## src/rtl/uart_ctrl_param.sv

```systemverilog
// uart_ctrl_param: single-clock UART with programmable 16x baud divisor, TX/RX FIFOs,
// runtime frame format, sticky error flags and RX threshold interrupt. Optional: UART_LOOPBACK_EN.
module uart_ctrl_param_fifo #(
  parameter int AW = 4
) (
  input  logic          clk,
  input  logic          rst,
  input  logic          i_push,
  input  logic          i_pop,
  input  logic [7:0]    i_data,
  output logic [7:0]    o_head,
  output logic [AW:0]   o_load,
  output logic          o_full
);
  localparam int DEPTH = 1 << AW;

  logic [7:0]    r_mem [DEPTH];
  logic [AW-1:0] r_wp, r_rp;
  logic [AW:0]   r_load;
  logic          w_empty, w_full, w_doPush, w_doPop;

  assign w_empty  = (r_load == '0);
  assign w_full   = (r_load == (AW+1)'(DEPTH));
  // A pop frees the slot being written, so a full FIFO still accepts a simultaneous push.
  assign w_doPop  = i_pop & ~w_empty;
  assign w_doPush = i_push & (~w_full | w_doPop);

  always_ff @(posedge clk or posedge rst) begin
    if (rst) begin
      r_wp   <= '0;
      r_rp   <= '0;
      r_load <= '0;
    end else begin
      if (w_doPush) r_wp <= r_wp + 1'b1;
      if (w_doPop)  r_rp <= r_rp + 1'b1;
      r_load <= r_load + (AW+1)'(w_doPush) - (AW+1)'(w_doPop);
    end
  end

  always_ff @(posedge clk) begin
    if (w_doPush) r_mem[r_wp] <= i_data;
  end

  assign o_head = w_empty ? 8'h00 : r_mem[r_rp];
  assign o_load = r_load;
  assign o_full = w_full;
endmodule

module uart_ctrl_param #(
  parameter int          FIFO_AW         = 4,
  parameter logic [15:0] DIV_RESET       = 16'd53,
  parameter logic [3:0]  RX_THRESH_RESET = 4'd1
) (
  input  logic        clk,
  input  logic        rst,
  input  logic [31:0] din,
  input  logic [3:0]  we,
  input  logic        en,
  input  logic        sel,
  output logic [7:0]  datRegOut,
  output logic [31:0] ctrlRegOut,
  output logic        interrupt,
  input  logic        uartRx,
  output logic        uartTx
);
  localparam logic [2:0] S_IDLE = 3'd0, S_START = 3'd1, S_DATA = 3'd2, S_PAR = 3'd3, S_STOP = 3'd4;
`ifdef UART_LOOPBACK_EN
  localparam logic [7:0] CFG_MASK = 8'hFE;
`else
  localparam logic [7:0] CFG_MASK = 8'hFC;
`endif

  logic [15:0] r_div, r_baudCnt;
  logic [7:0]  r_cfg;
  logic [3:0]  r_flags, r_thresh;
  logic        r_irq;
  logic        w_datWr, w_datRd, w_ctlWr, w_divWr, w_tick;
  logic [15:0] w_divNext;
  logic [3:0]  w_flagSet, w_flagClr;

  assign w_datWr   = en & ~sel & we[0];
  assign w_datRd   = en & ~sel & ~(|we);
  assign w_ctlWr   = en & sel;
  assign w_divWr   = w_ctlWr & (we[0] | we[1]);
  assign w_divNext = {(w_ctlWr & we[1]) ? din[15:8] : r_div[15:8],
                      (w_ctlWr & we[0]) ? din[7:0]  : r_div[7:0]};
  assign w_flagClr = (w_ctlWr & we[2]) ? din[23:20] : 4'h0;
  assign w_tick    = (r_baudCnt == 16'd0);

  always_ff @(posedge clk or posedge rst) begin
    if (rst) begin
      r_div     <= DIV_RESET;
      r_baudCnt <= DIV_RESET;
      r_cfg     <= 8'h00;
      r_thresh  <= RX_THRESH_RESET;
      r_flags   <= 4'h0;
    end else begin
      r_div <= w_divNext;
      if (w_divWr)     r_baudCnt <= w_divNext;
      else if (w_tick) r_baudCnt <= r_div;
      else             r_baudCnt <= r_baudCnt - 16'd1;
      if (w_ctlWr & we[3]) r_cfg    <= din[31:24] & CFG_MASK;
      if (w_ctlWr & we[2]) r_thresh <= din[19:16];
      // Setting wins over a same-cycle clear so no event is lost.
      r_flags <= (r_flags & ~w_flagClr) | w_flagSet;
    end
  end

  // Transmit path
  logic [FIFO_AW:0] w_txLoad;
  logic [7:0]       w_txHead, w_txMask, r_txShift;
  logic             w_txFull, w_txEmpty, w_txPop, w_txBitEnd, w_txStopEnd, w_txSer;
  logic [2:0]       r_txState, r_txBit;
  logic [4:0]       r_txTick;
  logic             r_txParEn, r_txStop2, r_txBits7, r_txPar, r_txLine;

  uart_ctrl_param_fifo #(.AW(FIFO_AW)) u_txFifo (
    .clk(clk), .rst(rst), .i_push(w_datWr), .i_pop(w_txPop), .i_data(din[7:0]),
    .o_head(w_txHead), .o_load(w_txLoad), .o_full(w_txFull)
  );

  assign w_txEmpty   = (w_txLoad == '0);
  assign w_txMask    = r_cfg[2] ? 8'h7F : 8'hFF;
  assign w_txBitEnd  = w_tick & (r_txTick[3:0] == 4'hF);
  assign w_txStopEnd = w_tick & (r_txTick == (r_txStop2 ? 5'd31 : 5'd15));
  // Frames start on a tick so every bit spans exactly 16 ticks; STOP chains straight into START.
  assign w_txPop     = ~w_txEmpty & (((r_txState == S_IDLE) & w_tick) |
                                     ((r_txState == S_STOP) & w_txStopEnd));

  always_ff @(posedge clk or posedge rst) begin
    if (rst) begin
      r_txState <= S_IDLE;
      r_txTick  <= 5'd0;
      r_txBit   <= 3'd0;
      r_txParEn <= 1'b0;
      r_txStop2 <= 1'b0;
      r_txBits7 <= 1'b0;
      r_txLine  <= 1'b1;
    end else begin
      r_txLine <= w_txSer;
      if (w_tick) r_txTick <= r_txTick + 5'd1;
      if (w_txPop) begin
        r_txParEn <= r_cfg[5];
        r_txStop2 <= r_cfg[3];
        r_txBits7 <= r_cfg[2];
      end
      case (r_txState)
        S_IDLE:  if (w_txPop) begin r_txState <= S_START; r_txTick <= 5'd0; end
        S_START: if (w_txBitEnd) begin r_txState <= S_DATA; r_txTick <= 5'd0; r_txBit <= 3'd0; end
        S_DATA: if (w_txBitEnd) begin
          r_txTick <= 5'd0;
          r_txBit  <= r_txBit + 3'd1;
          if (r_txBit == (r_txBits7 ? 3'd6 : 3'd7)) r_txState <= r_txParEn ? S_PAR : S_STOP;
        end
        S_PAR:   if (w_txBitEnd) begin r_txState <= S_STOP; r_txTick <= 5'd0; end
        S_STOP: if (w_txStopEnd) begin
          r_txTick  <= 5'd0;
          r_txState <= w_txPop ? S_START : S_IDLE;
        end
        default: r_txState <= S_IDLE;
      endcase
    end
  end

  always_ff @(posedge clk) begin
    if (w_txPop) begin
      r_txShift <= w_txHead;
      r_txPar   <= (^(w_txHead & w_txMask)) ^ r_cfg[4];
    end else if ((r_txState == S_DATA) && w_txBitEnd) begin
      r_txShift <= r_txShift >> 1;
    end
  end

  always_comb begin
    w_txSer = 1'b1;
    case (r_txState)
      S_START: w_txSer = 1'b0;
      S_DATA:  w_txSer = r_txShift[0];
      S_PAR:   w_txSer = r_txPar;
      default: w_txSer = 1'b1;
    endcase
  end

  // Receive path
  logic             w_rxSrc, w_rxIn, w_rxFall, w_rxSample, w_rxPush, w_rxParBad, w_rxFull;
  logic [FIFO_AW:0] w_rxLoad;
  logic [7:0]       w_rxByte, r_rxShift;
  logic [1:0]       r_rxSync;
  logic             r_rxPrev, r_rxParEn, r_rxParOdd, r_rxBits7, r_rxParBit;
  logic [2:0]       r_rxState, r_rxBit;
  logic [3:0]       r_rxTick;

`ifdef UART_LOOPBACK_EN
  assign w_rxSrc = r_cfg[1] ? r_txLine : uartRx;
  assign uartTx  = r_cfg[1] ? 1'b1 : r_txLine;
`else
  assign w_rxSrc = uartRx;
  assign uartTx  = r_txLine;
`endif

  assign w_rxIn     = r_rxSync[1];
  assign w_rxFall   = r_rxPrev & ~w_rxIn;
  assign w_rxSample = w_tick & (r_rxTick == 4'hF);
  assign w_rxPush   = (r_rxState == S_STOP) & w_rxSample;
  assign w_rxByte   = r_rxBits7 ? {1'b0, r_rxShift[7:1]} : r_rxShift;
  assign w_rxParBad = r_rxParEn & (((^w_rxByte) ^ r_rxParOdd) != r_rxParBit);

  uart_ctrl_param_fifo #(.AW(FIFO_AW)) u_rxFifo (
    .clk(clk), .rst(rst), .i_push(w_rxPush), .i_pop(w_datRd), .i_data(w_rxByte),
    .o_head(datRegOut), .o_load(w_rxLoad), .o_full(w_rxFull)
  );

  assign w_flagSet = {w_datWr & w_txFull & ~w_txPop,
                      w_rxPush & w_rxFull & ~w_datRd,
                      w_rxPush & w_rxParBad,
                      w_rxPush & ~w_rxIn};

  // START re-aligns the tick counter to mid-bit, so later samples land on every 16th tick.
  always_ff @(posedge clk or posedge rst) begin
    if (rst) begin
      r_rxSync   <= 2'b11;
      r_rxPrev   <= 1'b1;
      r_rxState  <= S_IDLE;
      r_rxTick   <= 4'd0;
      r_rxBit    <= 3'd0;
      r_rxParEn  <= 1'b0;
      r_rxParOdd <= 1'b0;
      r_rxBits7  <= 1'b0;
    end else begin
      r_rxSync <= {r_rxSync[0], w_rxSrc};
      r_rxPrev <= w_rxIn;
      if (w_tick) r_rxTick <= r_rxTick + 4'd1;
      case (r_rxState)
        S_IDLE: if (w_rxFall) begin
          r_rxState  <= S_START;
          r_rxTick   <= 4'd0;
          r_rxParEn  <= r_cfg[5];
          r_rxParOdd <= r_cfg[4];
          r_rxBits7  <= r_cfg[2];
        end
        S_START: if (w_tick && (r_rxTick == 4'd7)) begin
          r_rxTick  <= 4'd0;
          r_rxBit   <= 3'd0;
          r_rxState <= w_rxIn ? S_IDLE : S_DATA;
        end
        S_DATA: if (w_rxSample) begin
          r_rxBit <= r_rxBit + 3'd1;
          if (r_rxBit == (r_rxBits7 ? 3'd6 : 3'd7)) r_rxState <= r_rxParEn ? S_PAR : S_STOP;
        end
        S_PAR:   if (w_rxSample) r_rxState <= S_STOP;
        S_STOP:  if (w_rxSample) r_rxState <= S_IDLE;
        default: r_rxState <= S_IDLE;
      endcase
    end
  end

  always_ff @(posedge clk) begin
    if ((r_rxState == S_DATA) && w_rxSample) r_rxShift  <= {w_rxIn, r_rxShift[7:1]};
    if ((r_rxState == S_PAR) && w_rxSample)  r_rxParBit <= w_rxIn;
  end

  // Status readback and interrupt
  logic [2*FIFO_AW+3:0] w_status;
  logic                 w_irqNext;

  assign w_status  = {w_txLoad, w_rxLoad, r_txState != S_IDLE, r_rxState != S_IDLE};
  assign w_irqNext = (r_cfg[7] & (16'(w_rxLoad) >= 16'(r_thresh)) & (w_rxLoad != '0)) |
                     (r_cfg[6] & w_txEmpty & (r_txState == S_IDLE)) |
                     (|r_flags);

  always_ff @(posedge clk or posedge rst) begin
    if (rst) r_irq <= 1'b0;
    else     r_irq <= w_irqNext;
  end

  assign interrupt  = r_irq;
  assign ctrlRegOut = sel ? {r_cfg, r_flags, r_thresh, r_div} : 32'(w_status);
endmodule

```

## config.mk

```make
export PLATFORM = sky130hd
export DESIGN_NAME = uart_ctrl_param
export DESIGN_NICKNAME = d
export VERILOG_FILES = /design/src/rtl/uart_ctrl_param.sv
export SDC_FILE = /design/constraint.sdc
export NUM_CORES = 1
export LEC_CHECK = 0
export BUFFER_PORTS_ARGS = -buffer_cell sky130_fd_sc_hd__buf_2
export CAP_MARGIN = 20
export CORE_MARGIN = 8
export CORE_UTILIZATION = 45
export DETAILED_ROUTE_END_ITERATION = 8
export SLEW_MARGIN = 20
export SYNTH_ARGS = -nofsm -noshare
export SYNTH_HDL_FRONTEND = slang
export SYNTH_SLANG_ARGS = --single-unit
```

## constraint.sdc

```tcl
create_clock -name clk -period 4.1 [get_ports clk]
set_clock_uncertainty 0.1 [all_clocks]
set_input_delay 0.82 -clock clk [delete_from_list [all_inputs] [get_ports clk]]
set_output_delay 0.82 -clock clk [all_outputs]
set_load 0.01 [all_outputs]
```

Word-level counts from Yosys, hierarchy flattened
Memory sizes are Yosys's and may differ from the RTL's.
Index checks and enable logic that the tools add are counted.
{ "totals": {"ff_bits": 122, "mem_bits_rw": 256, "inputBits": 41, "output_inout_bits": 42, "wordCells": 207, "n_memories": 2} }
{ "memory_table": {"columns": ["memory", "depth", "width", "read_ports", "rd_clocked_by_memory_dff", "wr", "line", "rtl"], "rows": [
  ["u_rxFifo.r_mem", 16, 8, 1, 0, 1, "17", "logic [7:0] r_mem [DEPTH];"],
  ["u_txFifo.r_mem", 16, 8, 1, 0, 1, "17", null]
]} }
{ "op_classes": {"add_sub_neg": 13, "magnitude_cmp": 1, "n_eq_ne": 29, "muxes": 53, "bitwise": 53, "n_reduce_logical": 25} }
{ "ops": {"columns": ["cell", "n"], "rows": [
  ["8-bit two-way mux", 8],
  ["3-bit two-way mux", 18],
  ["1-bit bitwise AND", 32],
  ["16-bit two-way mux", 2],
  ["32-bit two-way mux", 1],
  ["3-bit one-hot mux with 5 select lines", 2],
  ["5-bit two-way mux", 5],
  ["2-bit inequality test, second input constant", 11],
  ["4-bit by 1-bit adder with 4-bit output, second input constant", 5],
  ["16-bit zero test", 1],
  ["4-bit two-way mux", 4],
  ["8-bit parity", 2],
  ["16-bit by 1-bit subtractor with 16-bit output, second input constant", 1],
  ["5-bit one-hot mux with 3 select lines", 1],
  ["3-bit by 2-bit equality test with 1-bit output, second input constant", 4],
  ["3-bit one-hot mux with 2 select lines", 2],
  ["6-bit AND reduction", 2],
  ["5-bit by 1-bit adder with 5-bit output", 2],
  ["5-bit equality test, second input constant", 2],
  ["5-bit zero test", 2],
  ["5-bit by 1-bit subtractor with 5-bit output", 2],
  ["1-bit NOT", 9],
  ["8-bit bitwise AND", 1],
  ["4-bit equality test, second input constant", 2],
  ["28 further kinds", 53]
]} }

Longest topological paths before layout
{ "depth": {"depth_word": 11, "depth_mapped": 17, "depth_no_buf": 16} }

Cells and area by module
From an unflattened synthesis, not the netlist that was laid out.
{ "hier_totals": {"cells_unflattened": 1091, "area_unflattened_um2": 16987.5} }
{ "modules_own_cells": {"columns": ["module", "n_inst", "cells_per_inst", "area_per_inst_um2", "seq_area_each_um2"], "rows": [
  ["uart_ctrl_param_fifo", 2, 290, 5825.6, 4169.0],
  ["uart_ctrl_param", 1, 511, 5336.4, 2508.7]
]} }

Worst setup path before layout
No wires, ideal clock.
{ "synth_path": {"kind": "reg2reg", "start": "register r_baudCnt[9]", "end": "register u_txFifo.r_load[4] (netlist: u_txFifo.o_load[4])", "setup_time_ns": 0.125, "t_arrival_ns": 3.396, "t_required_ns": 3.875, "setup_slack_ns": 0.479, "stages_incl_launch_ff": 18, "path_buffers": 2, "synth_period_minus_slack_ns": 3.621, "path_cell_list": "dfrtp_1 > or4_4 > or3_1 > buf_4 > nor3_4 > nand3_2 > nor2_4 > buf_6 > ha_1 > inv_1 > ha_1 > inv_1 > fa_1 > inv_1 > a21oi_1 > nor2_1 > nor2_1 > xnor2_1"} }
{ "synth_via": {"elab_chain_cells": 10, "elab_cells_between_ends": 11, "classes_between": "2 x add/sub; 8 x bitwise; 1 x reduce/logical"} }
{ "synth_rtl": {"columns": ["item", "line", "rtl"], "rows": [
  ["from (decl)", "73", "logic [15:0] r_div, r_baudCnt;"],
  ["from (signal assigned)", "99", "if (w_divWr) r_baudCnt <= w_divNext;"],
  ["from (signal assigned)", "100", "else if (w_tick) r_baudCnt <= r_div;"],
  ["from (signal assigned)", "101", "else r_baudCnt <= r_baudCnt - 16'd1;"],
  ["16-bit zero test *", "88", "assign w_tick = (r_baudCnt == 16'd0);"],
  ["1-bit bitwise AND", "125", "assign w_txStopEnd = w_tick & (r_txTick == (r_txStop2 ? 5'd31 : 5'd15));"],
  ["1-bit bitwise AND", "128", "((r_txState == S_STOP) & w_txStopEnd));"],
  ["1-bit bitwise OR *", "127", "assign w_txPop = ~w_txEmpty & (((r_txState == S_IDLE) & w_tick) |"],
  ["1-bit bitwise AND *", "127", null],
  ["named net u_txFifo.i_pop", "9", "input logic i_pop,"],
  ["1-bit bitwise AND *", "25", "assign w_doPop = i_pop & ~w_empty;"],
  ["1-bit bitwise OR", "26", "assign w_doPush = i_push & (~w_full | w_doPop);"],
  ["1-bit bitwise AND", "26", null],
  ["5-bit by 1-bit adder with 5-bit output", "36", "r_load <= r_load + (AW+1)'(w_doPush) - (AW+1)'(w_doPop);"],
  ["5-bit by 1-bit subtractor with 5-bit output *", "36", null],
  ["to (signal assigned)", "36", null],
  ["to (decl)", "19", "logic [AW:0] r_load;"]
]} }
Mark *: on every way through the listed nets, which the timed path passes. The rest lies on a longest branch.
A chain may end at the register's enable or synchronous reset.

Worst setup path in the final report
{ "layout_path": {"start": "register r_baudCnt[9]", "end": "register u_txFifo.r_load[4] (netlist: u_txFifo.o_load[4])"} }
{ "layout_via": {"elab_chain_cells": 10, "elab_cells_between_ends": 11, "classes_between": "2 x add/sub; 8 x bitwise; 1 x reduce/logical"} }
{ "layout_rtl": {"columns": ["item", "line"], "rows": [
  ["16-bit zero test *", "88"],
  ["1-bit bitwise AND", "125"],
  ["1-bit bitwise AND", "128"],
  ["1-bit bitwise OR *", "127"],
  ["1-bit bitwise AND *", "127"],
  ["1-bit bitwise AND *", "25"],
  ["1-bit bitwise OR", "26"],
  ["1-bit bitwise AND", "26"],
  ["5-bit by 1-bit adder with 5-bit output", "36"],
  ["5-bit by 1-bit subtractor with 5-bit output *", "36"]
]} }
Mark *: on every way between the ends. The rest lies on a longest branch, timed or not.

==> results_tabular.tex <==
\begin{tabular}{lr}
\hline
Metric & Value \\
\hline
\multicolumn{2}{l}{\textbf{CTS}} \\
\quad Buffer count from post-CTS setup fixing & 0 \\
\quad Root cell of the clock tree & clkbuf\_16 \\
\quad Clock sink count & 378 \\
\quad Deepest level of the CTS H-tree & 2 \\
\quad Insertion delay of the later-clocked pin in the worst-skew pair & approximately 0.55 ns \\
\quad TritonCTS clock tree & yes \\
\quad Maximum clock path buffer count & 3 \\
\quad Number of CTS-inserted buffers & 41 \\
\quad Resize count post-CTS & 0 \\
\quad Reg clk slew, reported paths & about 0.060 ns \\
\quad Hold-fix buffer count after cts & 0 \\
\multicolumn{2}{l}{\textbf{Global routing}} \\
\quad Overall track demand over capacity in global routing & between 15 and 20\% \\
\quad Routing layer with the top usage in global route & met2 \\
\quad Met3 global-route usage & roughly 2.8\% \\
\quad Initial antenna violation count & 0 \\
\quad First-pass GRT wire length & 54.35 mm \\
\quad Met2 Track Usage GR & 27.17\% \\
\quad Largest net degree at the start of global routing & $\sim$110 \\
\quad Total gr overflow & 0 \\
\quad Met1 Resource Use GR & between 20\% and 30\% \\
\quad Number of global-route vias before repair & approximately 9.4k \\
\multicolumn{2}{l}{\textbf{Critical path}} \\
\quad Biggest fanout along the worst timing path & 8 \\
\quad Worst Path Arrival & about 4.0 ns \\
\quad Startpoint-to-endpoint class of the critical path & flip-flop to flip-flop \\
\quad CP endpoint kind & flip-flop \\
\quad Critical Path Start Type & flip-flop \\
\quad Data required time of the critical path & approximately 4.4 ns \\
\multicolumn{2}{l}{\textbf{Synth}} \\
\quad Post-Synth XOR/XNOR Area & approximately 2.9\% \\
\quad Multiplexer share of the synthesized area & about 14\% \\
\quad Fraction of post-synthesis cell area in the top cell type by area & about half \\
\quad Library cells used by synthesis & roughly 70 \\
\quad Per-instance average area after synthesis & 15.58 µm² \\
\quad Sequential area share after synthesis & between 60\% and 70\% \\
\quad Total of flip-flops plus latches after synthesis & 378 \\
\quad Fraction of registers with async set or reset after synthesis & 27.51\% \\
\quad Adder-cell share of the synthesized area & 2.591\% \\
\quad Syn Inst Count & 1060 \\
\quad Netlist area before placement & between 15000 and 20000 µm² \\
\quad Most common flop cell mapped by yosys & edfxtp\_1 \\
\quad Synth warn & 0 \\
\quad Cell type with the highest aggregate area in the netlist & edfxtp\_1 \\
\quad Largest family of logic cells by synthesized area & multiplexers \\
\quad Simple logic cell fraction of the synthesized area & 8.265\% \\
\quad Largest cells by area after synthesis & edfxtp\_1 50\%, dfrtp\_1 14\%, mux4\_2 9.8\% \\
\quad Post-synth EDFFs & roughly 270 \\
\quad Complex-gate fraction of the synthesized area & under 10\% \\
\multicolumn{2}{l}{\textbf{Timing}} \\
\quad Total count of hold-check failures in the final report & 0 \\
\quad Total negative slack & 0 ns \\
\quad Portion of the clock cycle consumed by the worst path in the final layout & between 80\% and 90\% \\
\quad Final setup violation count & 0 \\
\quad Final count of pins violating max slew & 0 \\
\quad RSZ-0062 raised after global routing & no \\
\quad Post-route minimum period & roughly 3.7 ns \\
\quad Fin worst setup slack & 0.4433 ns \\
\quad Slew at the pin closest to its max-slew limit & a little over 0.9 ns \\
\quad Tightest slew margin relative to the limit & 39.26\% \\
\quad Fmax & between 200 and 300 MHz \\
\multicolumn{2}{l}{\textbf{Drt}} \\
\quad Sum of routed wire length over all layers & roughly 34 mm \\
\quad Average wire length per cell after detail routing & slightly above 20 µm \\
\quad TritonRoute pass-1 iters & 4 \\
\quad Count of vias placed by the detailed router & around 8.9k \\
\quad Number of design-rule violations left by the first detailed-router iteration & between 500 and 600 \\
\quad Via/cell ratio & between 5 and 6 \\
\quad Post-DRT Antenna Nets & 0 \\
\quad Remaining DRCs & 0 \\
\multicolumn{2}{l}{\textbf{Placed design}} \\
\quad Cell Area, Placed & between 15000 and 20000 µm² \\
\quad PortBufs & between 70 and 80 \\
\quad Half-perimeter wire length after placement & between 20 and 25 mm \\
\quad Final estimated routing congestion in global placement & roughly 0.77 \\
\quad Pre-CTS setup slack & 0.4659 ns \\
\quad Placed instance count & about 1.6k \\
\multicolumn{2}{l}{\textbf{Pwr}} \\
\quad IR Drop Worst-Case VDD & about 0.45 mV \\
\quad Power density cells & 562.3 nW/µm² \\
\quad Cell leakage power & roughly 0.0069 µW \\
\multicolumn{2}{l}{\textbf{Die}} \\
\quad Die Height & between 200 and 250 µm \\
\quad Top-level port count & just over 80 \\
\quad Core region area & 36350 µm² \\
\quad Die boundary width & 207.6 µm \\
\quad Floorplan die area & 43090 µm² \\
\quad Effective utilization at floorplan & 45.44\% \\
\quad Std-Cell Rows & 70 \\
\multicolumn{2}{l}{\textbf{Run}} \\
\quad Max-capacitance violation count & 0 \\
\multicolumn{2}{l}{\textbf{Final layout}} \\
\quad Cell Count, Final, Fillers Out & around 1.7k \\
\quad Area Growth Syn to Fin & 13.58\% \\
\quad Net count, final & roughly 1.2k \\
\quad Proportion of layout cells with a drive suffix above 1 & a little over a quarter \\
\quad Design area & around 19000 µm² \\
\quad Number of inserted diodes & 0 \\
\multicolumn{2}{l}{\textbf{Outcome}} \\
\quad Result of the run & complete, no violations \\
\multicolumn{2}{l}{\textbf{Worst hold path}} \\
\quad Min-delay worst type & flip-flop to flip-flop \\
\hline
\end{tabular}
## cells by family (layout without fill, tap and decap cells)
kind of cell,after synthesis,after routing
other cells,1,2
mux,131,131
simple gates,261,261
xor+xnor,50,50
flops,378,378
compound gates,123,123
fa+ha+maj,33,33
buf+inv,83,214
## synth_stat cells (all sizes together) (3+ instances only)
cell and count:
dfrtp 91, nor2b 14, mux2i 7, a21oi 21
nor3 13, mux4 72, xor2 18, a211oi 4
clkbuf 32, nand2b 8, nor4 8, dfstp 13
ha 31, nand3b 3, a22oi 12, o21ai 53
edfxtp 274, inv 31, a22o 7, nand4 9
and3 4, nand3 12, buf 20, or3 5
nor2 57, nand2 81, a21o 7, xnor2 29
mux2 52, and2 35
## power breakdown
part           total, µW  internal (µW)  switching, µW
registers           4840           4510            332
logic               2390           1160           1230
clock network       3320           1870           1450
total              10500           7540           3010
## cell usage in the layout (no fill, tap or decap), types with 3 or more instances in the layout
cell type and n:
mux4_2 72, a21oi_1 20, a22o_1 7, and3_1 4
nand4_1 8, ha_1 31, nand3b_1 3, buf_4 31
nand2_1 80, clkinv_2 7, nor3_1 8, a21o_1 7
nor3_2 4, nand3_1 11, nor2b_1 13, a22oi_1 12
nor4_1 7, nor2_1 55, or3_1 5, clkbuf_1 9
xnor2_1 29, a211oi_1 4, inv_6 3, xor2_1 18
edfxtp_1 274, buf_2 78, mux2i_1 7, clkinv_1 8
clkbuf_16 41, nand2b_1 8, dfstp_2 13, dfrtp_1 89
buf_12 3, and2_1 35, inv_1 30, mux2_2 52
o21ai_0 50
## final cells by class
class	instances	area, µm²
fillers	2999	17590
flip-flops and latches	378	10850
multi-input cells	600	5335
clock buffers	52	1087
repair buffers	112	683.2
well taps	468	585.6
inverters	31	118.9
clock inverters	19	98.84
## path summary, 6_finish.rpt
kind	start	to	slack (ns)	cells after the start
min reg2reg	r_rxSync[0]$_DFF_PP1_	r_rxSync[1]$_DFF_PP1_	0.25	0
max in group asynchronous	rst	u_txFifo.r_rp[0]$_DFFE_PP0P_	3.12	3
min in group asynchronous	rst	r_div[15]$_DFF_PP0_	0.29	3
min	r_rxSync[0]$_DFF_PP1_	r_rxSync[1]$_DFF_PP1_	0.25	0
max	r_baudCnt[9]$_DFF_PP0_	u_txFifo.o_load[4]$_DFF_PP0_	0.44	15
max reg2reg	r_baudCnt[9]$_DFF_PP0_	u_txFifo.o_load[4]$_DFF_PP0_	0.44	15
## registers in the layout (all words and copies together), names as in the netlist, 2 cells and up
| name | flops |
|---|---|
| r_rxTick | 4 |
| r_baudCnt | 16 |
| u_rxFifo.o_load | 5 |
| r_txShift | 8 |
| r_txState | 3 |
| r_flags | 4 |
| u_txFifo.r_mem | 128 |
| u_rxFifo.r_mem | 128 |
| u_txFifo.o_load | 5 |
| u_txFifo.r_wp | 4 |
| r_rxState | 3 |
| u_rxFifo.r_rp | 4 |
| r_thresh | 4 |
| r_rxSync | 2 |
| r_div | 16 |
| u_txFifo.r_rp | 4 |
| r_cfg | 6 |
| r_rxShift | 8 |
| u_rxFifo.r_wp | 4 |
| r_txTick | 5 |
| r_txBit | 3 |
| r_rxBit | 3 |
## critical path: stages (launching register included)
cell and delay, ns:
dfrtp_1 0.39, or4_4 0.54, or3_1 0.51, nor3_4 0.26, nand3_2 0.23, nor2_4 0.17, ha_1 0.23, inv_1 0.05
ha_1 0.16, inv_1 0.07, fa_1 0.44, inv_1 0.07, a21oi_1 0.06, nor2_1 0.08, nor2_1 0.05, xnor2_1 0.11
## metrics by stage
step           hold slack, ns  util (%)  power (µW)
6_report               0.2533     51.61       10550
5_1_grt                0.2437     51.61       11080
4_1_cts                0.2305     51.60       10700
3_5_place_dp           0.2491     48.34        7346
3_3_place_gp           0.2471     48.34        7307
2_1_floorplan          0.2452         -        6600
## layer usage
metal,up-vias,routed length [µm]
li1,4202,-
met1,4531,15280
met2,151,17190
met3,49,1139
met4,0,749
met5,-,0
Note: power is estimated with default switching activity, not from simulation.
